$ cat config.mk
export PLATFORM = sky130hd
export DESIGN_NAME = pipe_hazard_ctrl
export DESIGN_NICKNAME = d
export VERILOG_FILES = /design/src/rtl/pipe_hazard_ctrl.sv
export SDC_FILE = /design/constraint.sdc
export NUM_CORES = 1
export LEC_CHECK = 0
export CORE_MARGIN = 5
export CORE_UTILIZATION = 41
export CTS_BUF_LIST = sky130_fd_sc_hd__clkbuf_8
export CTS_CLUSTER_DIAMETER = 30
export DETAILED_ROUTE_END_ITERATION = 6
export PLACE_DENSITY = 0.93
export RECOVER_POWER = 50
export SLEW_MARGIN = 5
export SYNTH_ARGS = -nofsm -noshare
export SYNTH_HDL_FRONTEND = slang
export SYNTH_SLANG_ARGS = --single-unit
$ cat constraint.sdc
create_clock -name clk -period 1.8 [get_ports clk]
set_input_delay 0.18 -clock clk [delete_from_list [all_inputs] [get_ports clk]]
set_output_delay 0.18 -clock clk [all_outputs]
set_load 0.02 [all_outputs]
$ cat src/rtl/pipe_hazard_ctrl.sv
// Stall/flush scheduler for the five inter-stage registers: load-use hazards,
// multi-cycle mul/div sequencing in EX, bus wait states and MEM redirects.
module pipe_hazard_ctrl #(
    parameter int MUL_CYCLES = 3,
    parameter int DIV_CYCLES = 33,
    parameter int CNT_W      = 6
) (
    input  logic       clk,
    input  logic       rst,
    input  logic [4:0] id2_rs,
    input  logic [4:0] id2_rt,
    input  logic       id2_rs_rd,
    input  logic       id2_rt_rd,
    input  logic       ex_is_load,
    input  logic [4:0] ex_w_reg_dst,
    input  logic       ex_md_start,
    input  logic       ex_md_is_div,
    input  logic       ibus_stall,
    input  logic       dbus_stall,
    input  logic       mem_exc,
    output logic       stall_pc,
    output logic       stall_if_id1,
    output logic       stall_id1_id2,
    output logic       stall_id2_ex,
    output logic       stall_ex_mem,
    output logic       flush_if_id1,
    output logic       flush_id1_id2,
    output logic       flush_id2_ex,
    output logic       flush_ex_mem,
    output logic       md_busy,
    output logic       md_done,
    output logic       md_abort
);

    typedef enum logic [1:0] {
        MD_IDLE = 2'd0,
        MD_BUSY = 2'd1,
        MD_DONE = 2'd2
    } md_state_e;

    localparam logic [CNT_W-1:0] MUL_LOAD = CNT_W'(MUL_CYCLES - 1);
    localparam logic [CNT_W-1:0] DIV_LOAD = CNT_W'(DIV_CYCLES - 1);

    md_state_e        state_q, state_d;
    logic [CNT_W-1:0] cnt_q, cnt_d;
    logic [CNT_W-1:0] load_val;
    logic             load_use;
    logic             md_hold;

    assign load_use = ex_is_load && (ex_w_reg_dst != 5'd0) &&
                      ((id2_rs_rd && (id2_rs == ex_w_reg_dst)) ||
                       (id2_rt_rd && (id2_rt == ex_w_reg_dst)));

    // The start cycle itself already stalls, so IDLE with a pending op counts as busy.
    assign md_hold  = (state_q == MD_BUSY) || ((state_q == MD_IDLE) && ex_md_start);
    assign load_val = ex_md_is_div ? DIV_LOAD : MUL_LOAD;

    always_ff @(posedge clk) begin
        if (rst) begin
            state_q <= MD_IDLE;
            cnt_q   <= '0;
        end else begin
            state_q <= state_d;
            cnt_q   <= cnt_d;
        end
    end

    always_comb begin
        state_d = state_q;
        cnt_d   = cnt_q;
        case (state_q)
            MD_IDLE: begin
                if (ex_md_start && !mem_exc && !dbus_stall) begin
                    cnt_d   = load_val;
                    state_d = (load_val == '0) ? MD_DONE : MD_BUSY;
                end
            end
            MD_BUSY: begin
                if (mem_exc) begin
                    state_d = MD_IDLE;
                    cnt_d   = '0;
                end else begin
                    cnt_d = (cnt_q == '0) ? '0 : cnt_q - CNT_W'(1);
                    if (cnt_q <= CNT_W'(1)) state_d = MD_DONE;
                end
            end
            MD_DONE: begin
                // Stay here while EX is held so the same op is not re-issued.
                if (!stall_id2_ex || mem_exc) state_d = MD_IDLE;
            end
            default: begin
                state_d = MD_IDLE;
                cnt_d   = '0;
            end
        endcase
    end

    always_comb begin
        stall_pc      = 1'b0;
        stall_if_id1  = 1'b0;
        stall_id1_id2 = 1'b0;
        stall_id2_ex  = 1'b0;
        stall_ex_mem  = 1'b0;
        flush_if_id1  = 1'b0;
        flush_id1_id2 = 1'b0;
        flush_id2_ex  = 1'b0;
        flush_ex_mem  = 1'b0;
        md_busy       = 1'b0;
        md_done       = 1'b0;
        md_abort      = 1'b0;
        if (!rst) begin
            if (mem_exc) begin
                flush_if_id1  = 1'b1;
                flush_id1_id2 = 1'b1;
                flush_id2_ex  = 1'b1;
                flush_ex_mem  = 1'b1;
            end else if (dbus_stall) begin
                stall_pc      = 1'b1;
                stall_if_id1  = 1'b1;
                stall_id1_id2 = 1'b1;
                stall_id2_ex  = 1'b1;
                stall_ex_mem  = 1'b1;
            end else if (md_hold) begin
                stall_pc      = 1'b1;
                stall_if_id1  = 1'b1;
                stall_id1_id2 = 1'b1;
                stall_id2_ex  = 1'b1;
                flush_ex_mem  = 1'b1;
            end else if (load_use) begin
                stall_pc      = 1'b1;
                stall_if_id1  = 1'b1;
                stall_id1_id2 = 1'b1;
                flush_id2_ex  = 1'b1;
            end else if (ibus_stall) begin
                stall_pc      = 1'b1;
                flush_if_id1  = 1'b1;
            end
            md_busy  = (state_q == MD_BUSY);
            md_done  = (state_q == MD_DONE);
            md_abort = (state_q == MD_BUSY) && mem_exc;
        end
    end

endmodule

==> qor.yml, run 1 <==
power_and_ir_drop:
  power_density_nw_per_um2: 620
  p_leak_nw: 0.534
  finalPower_uw: 726
  vdd_drop_max_mv: 0.360
global_routing:
  grt_start_max_net_pins: 11
  grt_overflow: 0
  antenna_found_initial: 0
  track_usage_pct: 16.5
  grt_pass1_wl_um: 3400
  grt_pass1_vias: 832
setup_path:
  critical_path_arrival_ns: 1.52
  start_kind: "primary input"
  crit_path_end_kind: "primary output"
  required_ns: 1.62
  crit_type: "primary input to primary output"
  critPathMaxFanout: 4
detailed_routing:
  wl_um: 2130
  vias: 821
  drc: 0
  drt_iter0_markers: 8
  viasPerCell: 5.04
  drt_first_pass_iters: 3
  ant_nets: 0
  wl_per_cell_um: 13.0
timing:
  setup_viol: 0
  drv_slew: 0
  skew_ns: 0.00327
  tns_ns: 0
  fin_hold_ws_ns: 0.563
  relSlewSlack_pct: 69.6
  finalHoldViolations: 0
  fin_crit_sh_pct: 94.3
  setup_ws_ns: 0.103
  max_freq_ghz: 0.589
  tightest_slew_ns: 0.454
  min_period_ns: 1.70
layout:
  fill_cells: 146
  final_common_cell: "nor2_1"
  area_growth_pct: 60.3
  mostFrequentLayoutCells: "17 x nor2_1, 11 x clkdlybuf4s50_1, 11 x dlygate4sd2_1"
  antenna_cells: 0
  drive_above_1_share_pct: 22.5
  nets: 167
synthesis:
  synth_nets: 120
  yosysTopAreaCell: "dfxtp_1"
  synthTopCellsByArea: "dfxtp_1 22%, xor2_1 11%, nor2_1 8.7%"
  syn_area_um2: 731
  synth-seq-cells: 8
  avgSynthCellArea_um2: 7.86
  yosys.area.top_type_share_pct: 21.9
  yosysWarnings: 0
  ys_types: 34
  syn_inst: 93
  ys_seq_area_share_pct: 21.9
clock_network:
  clk_latency_ns: 0.23
  htreeDepth: 1
  clockBufferDepth: 2
  cts_hold_buffers: 0
  cts-buffers-inserted: 3
  cts-root-buf: "clkbuf_8"
  cts_tree: "done"
  clk_pin_slew_worst_paths_ns: 0.04
  cts.sinks: 8
placed_design:
  post-place-ws_ns: -0.686
  io_buffers: 36
  dp_hpwl_um: 1770
  gp_congestion: 0.813
die:
  start_util_pct: 42.8
  die_w_um: 52.2
  num_rows: 15
  io_pins: 37
  core_area_um2: 1710
  die_area_um2: 2730
  die_h_um: 52.2
run:
  cap_violations: 0
status:
  status: "complete, no violations"
min_path:
  worstHoldPathType: "register to register"
==> layer usage <==
| layer | routed length [µm] | up-vias | GRT usage, % |
|---|---|---|---|
| met4 | 0 | 0 | 6.81 |
| met5 | 0 | - | 0 |
| li1 | - | 410 | - |
| met3 | 223 | 0 | 5.41 |
| met2 | 1010 | 33 | 28.7 |
| met1 | 891 | 378 | 18.2 |
==> cells by family (layout without fill, tap and decap cells) <==
family / Yosys count / count (layout) / share of synthesized area [%]
AO/OA/AOI/OAI: 18 / 18 / 19.7
XOR/XNOR: 15 / 15 / 18.0
buffers and inverters: 8 / 53 / 4.97
AND/OR/NAND/NOR: 42 / 42 / 32.0
flip-flops: 8 / 8 / 21.9
adder cells (fa/ha/maj): 2 / 2 / 3.42
==> registers in the layout (all words and copies together), names as in the netlist <==
register and flops:
cnt_q 6, state_q 2
==> where the power goes <==
group          switching (mW)  total [mW]  internal (mW)  leakage [nW]
registers              0.0203       0.216          0.196        0.0654
clock network          0.0701       0.215          0.145        0.0216
logic                   0.146       0.295          0.149         0.447
==> cell usage after synthesis <==
cell type / number
nor3_2: 1
a21oi_1: 4
a21o_2: 2
xor2_1: 9
nor2_2: 1
dfxtp_1: 8
nor4b_4: 1
xnor2_1: 6
o31a_1: 1
o21bai_2: 1
a21oi_2: 1
nor2b_1: 2
a21oi_4: 1
o21ai_2: 1
nor3b_1: 1
and2_1: 2
nand3_1: 2
or4_4: 1
buf_4: 1
o21ai_0: 3
nand3b_1: 1
nor4_1: 4
o21bai_1: 1
buf_2: 2
nand2_1: 4
nand2b_1: 2
ha_1: 2
a221oi_1: 2
clkbuf_1: 1
inv_1: 4
nor3_1: 2
nor2_1: 17
a211oi_2: 1
or3_1: 1
==> path summary, 6_finish.rpt <==
check | to | cells after the start | slack [ns] | from
min | cnt_q[1] | 2 | 0.56 | cnt_q[1]
max | stall_id1_id2 | 7 | 0.10 | id2_rs[1]
max reg2reg | cnt_q[1] | 7 | 0.23 | state_q[1]
min reg2reg | cnt_q[1] | 2 | 0.56 | cnt_q[1]
==> critical path, stage by stage <==
cell           delay [ns]
dlygate4sd2_1        0.25
xor2_1               0.14
nor4_1               0.27
nand3_1              0.15
a21oi_2              0.22
a21o_2               0.18
buf_6                0.12
==> area by class of cell <==
cell class | count | area (µm²) | share of cell area, %
clock buffers | 3 | 41.3 | 3.53
inverters | 4 | 15.0 | 1.28
multi-input cells | 77 | 539 | 46.0
flip-flops and latches | 8 | 160 | 13.7
well taps | 25 | 31.3 | 2.67
repair buffers | 46 | 384 | 32.8
==> metrics by stage <==
stage	utilization (%)	instances	area, µm²
floorplan	-	93	731
global placement	68.9	160	1180
detailed placement	68.9	160	1180
CTS	69.9	163	1190
global route	68.6	163	1170
finish	68.6	163	1170
==> repair_timing <==
item	4_1_cts	5_1_grt
endpoints found under the setup margin	11	6
resized for setup	47	14
pin swaps	8	9
setup buffers	0	0
(Power assumes the default switching activity.)
==> run 2: changes to the inputs <==
CAP_MARGIN = 20   (was not set)
CORE_MARGIN = not set   (was 5)
==> qor.yml, run 2 (synthesized netlist as in run 1, its figures left out) <==
status:
  status: "complete, no violations"
setup_path:
  cp_top_family: "simple AND/OR/NAND/NOR gates"
  crit_type: "primary input to primary output"
  critical_path_arrival_ns: 1.56
  required_ns: 1.62
  path_buf_inv: 2
  cpPeakStageDelay_ns: 0.54
  timing.rr.end: "cnt_q[1]"
  reg2reg_slack_ns: 0.16
  reg2reg_from: "state_q[1]"
  start_kind: "primary input"
  worstRegToRegCells: 7
  critPathMaxFanout: 4
  crit_path_end_kind: "primary output"
  path_cells: "clkdlybuf4s15_2, or4_4, o21ai_2, a21oi_2, o31a_1, buf_6"
  worst_path_max_delay_cell: "or4_4"
min_path:
  hold_path_startpoint: "cnt_q[5]"
  worstHoldPathType: "register to register"
  min_to: "cnt_q[5]"
  whs_path_depth: 2
die:
  io_pins: 37
  num_rows: 14
  core_area_um2: 1580
  die_h_um: 44.2
  die_w_um: 44.2
  start_util_pct: 46.3
  die_area_um2: 1950
placed_design:
  gp_congestion: 0.748
  dp_hpwl_um: 1760
  post-place-ws_ns: -0.630
  io_buffers: 36
  postPlaceCellArea_um2: 1160
  dp_cells: 151
power_and_ir_drop:
  power_density_nw_per_um2: 620
  p_leak_nw: 0.560
  vdd_drop_max_mv: 0.367
clock_network:
  cts-root-buf: "clkbuf_8"
  htreeDepth: 1
  cts_hold_buffers: 0
  clk_latency_ns: 0.23
  cts-buffers-inserted: 3
  cts.sinks: 8
  cts_tree: "done"
  clockBufferDepth: 2
  clk_pin_slew_worst_paths_ns: 0.04
detailed_routing:
  drt_iter0_markers: 15
  drt_first_pass_iters: 6
  vias: 858
  drc: 0
  wl_per_cell_um: 14.1
  ant_nets: 0
  wl_um: 2170
  viasPerCell: 5.57
timing:
  max_freq_ghz: 0.574
  finalHoldViolations: 0
  min_period_ns: 1.74
  skew_ns: 0.00291
  setup_ws_ns: 0.0569
  tightest_slew_ns: 0.456
  rsz0062_at_grt: "no"
  relSlewSlack_pct: 69.4
  setup_viol: 0
  drv_slew: 0
  fin_crit_sh_pct: 96.8
layout:
  largest_reg_flops: 6
  regMostFlops: "cnt_q"
  final_cell_count_no_fill: 154
  final_common_cell: "nor2_1"
  mostFrequentLayoutCells: "17 x nor2_1, 13 x clkdlybuf4s50_1, 12 x dlygate4sd2_1"
  fill_cells: 130
  antenna_cells: 0
  drive_above_1_share_pct: 21.0
  fin_area_um2: 1190
  area_growth_pct: 62.3
  reg.largest.list: "cnt_q x6, state_q x2"
  nets: 167
global_routing:
  grt_pass1_vias: 861
  track_usage_pct: 25.0
  grt_overflow: 0
  grt_pass1_wl_um: 3570
  grt_start_max_net_pins: 11
  antenna_found_initial: 0
run:
  cap_violations: 0
[run 2: cell type report]
type                            count  area (µm²)  area share [%]
Multi-Input combinational cell     77         526            44.3
Timing Repair Buffer               46         424            35.8
Sequential cell                     8         160            13.5
Clock buffer                        3        41.3            3.48
Tap cell                           16        20.0            1.69
Inverter                            4        15.0            1.27
[run 2: per-layer routing]
layer | track usage [%] | routed length (µm)
met3 | 4.49 | 115
met2 | 47.1 | 1130
met1 | 26.2 | 880
met4 | 12.1 | 36
met5 | 0 | 0
[run 2: worst reg2reg max path, stage by stage (launching register included)]
cell	delay [ns]
dfxtp_1	0.32
clkbuf_2	0.20
nor2_2	0.07
buf_4	0.14
a21oi_4	0.31
nor3_1	0.10
a221oi_1	0.31
nor2_1	0.08
[run 2: repair_timing]
action	in CTS	in global routing
gates resized for setup	44	8
buffers inserted	0	0
pin swaps	7	7
endpoints found under the setup margin	11	5
[run 2: how the worst max path moves through the flow]
stage / from / to / slack [ns] / cells past startpoint
after global routing: id2_rt[1] / stall_if_id1 / 0.008 / 7
after floorplan: ex_w_reg_dst[1] / flush_if_id1 / 0.24 / 4
final: ex_w_reg_dst[1] / stall_pc / 0.06 / 6
after CTS: id2_rs[4] / stall_pc / 0.003 / 7
after global placement: ex_w_reg_dst[1] / flush_if_id1 / -0.60 / 6
after detailed placement: ex_w_reg_dst[1] / flush_if_id1 / -0.63 / 6
[run 2: stage by stage]
step | power (mW) | utilization [%] | TNS (ns) | hold WS [ns]
final | 0.736 | 75.2 | 0 | 0.565
after global routing | 0.771 | 75.2 | 0 | 0.630
after CTS | 0.739 | 74.7 | 0 | 0.573
after detailed placement | 0.534 | 73.9 | -3.44 | 0.561
after global placement | 0.520 | 73.9 | -3.05 | 0.521
after floorplan | 0.396 | - | 0 | 0.347
[run 2: where the power goes]
part           leakage, nW  switching (mW)  total, mW  internal [mW]
clock network       0.0216          0.0712      0.216          0.145
logic                0.473           0.150      0.304          0.154
registers           0.0654          0.0200      0.216          0.196
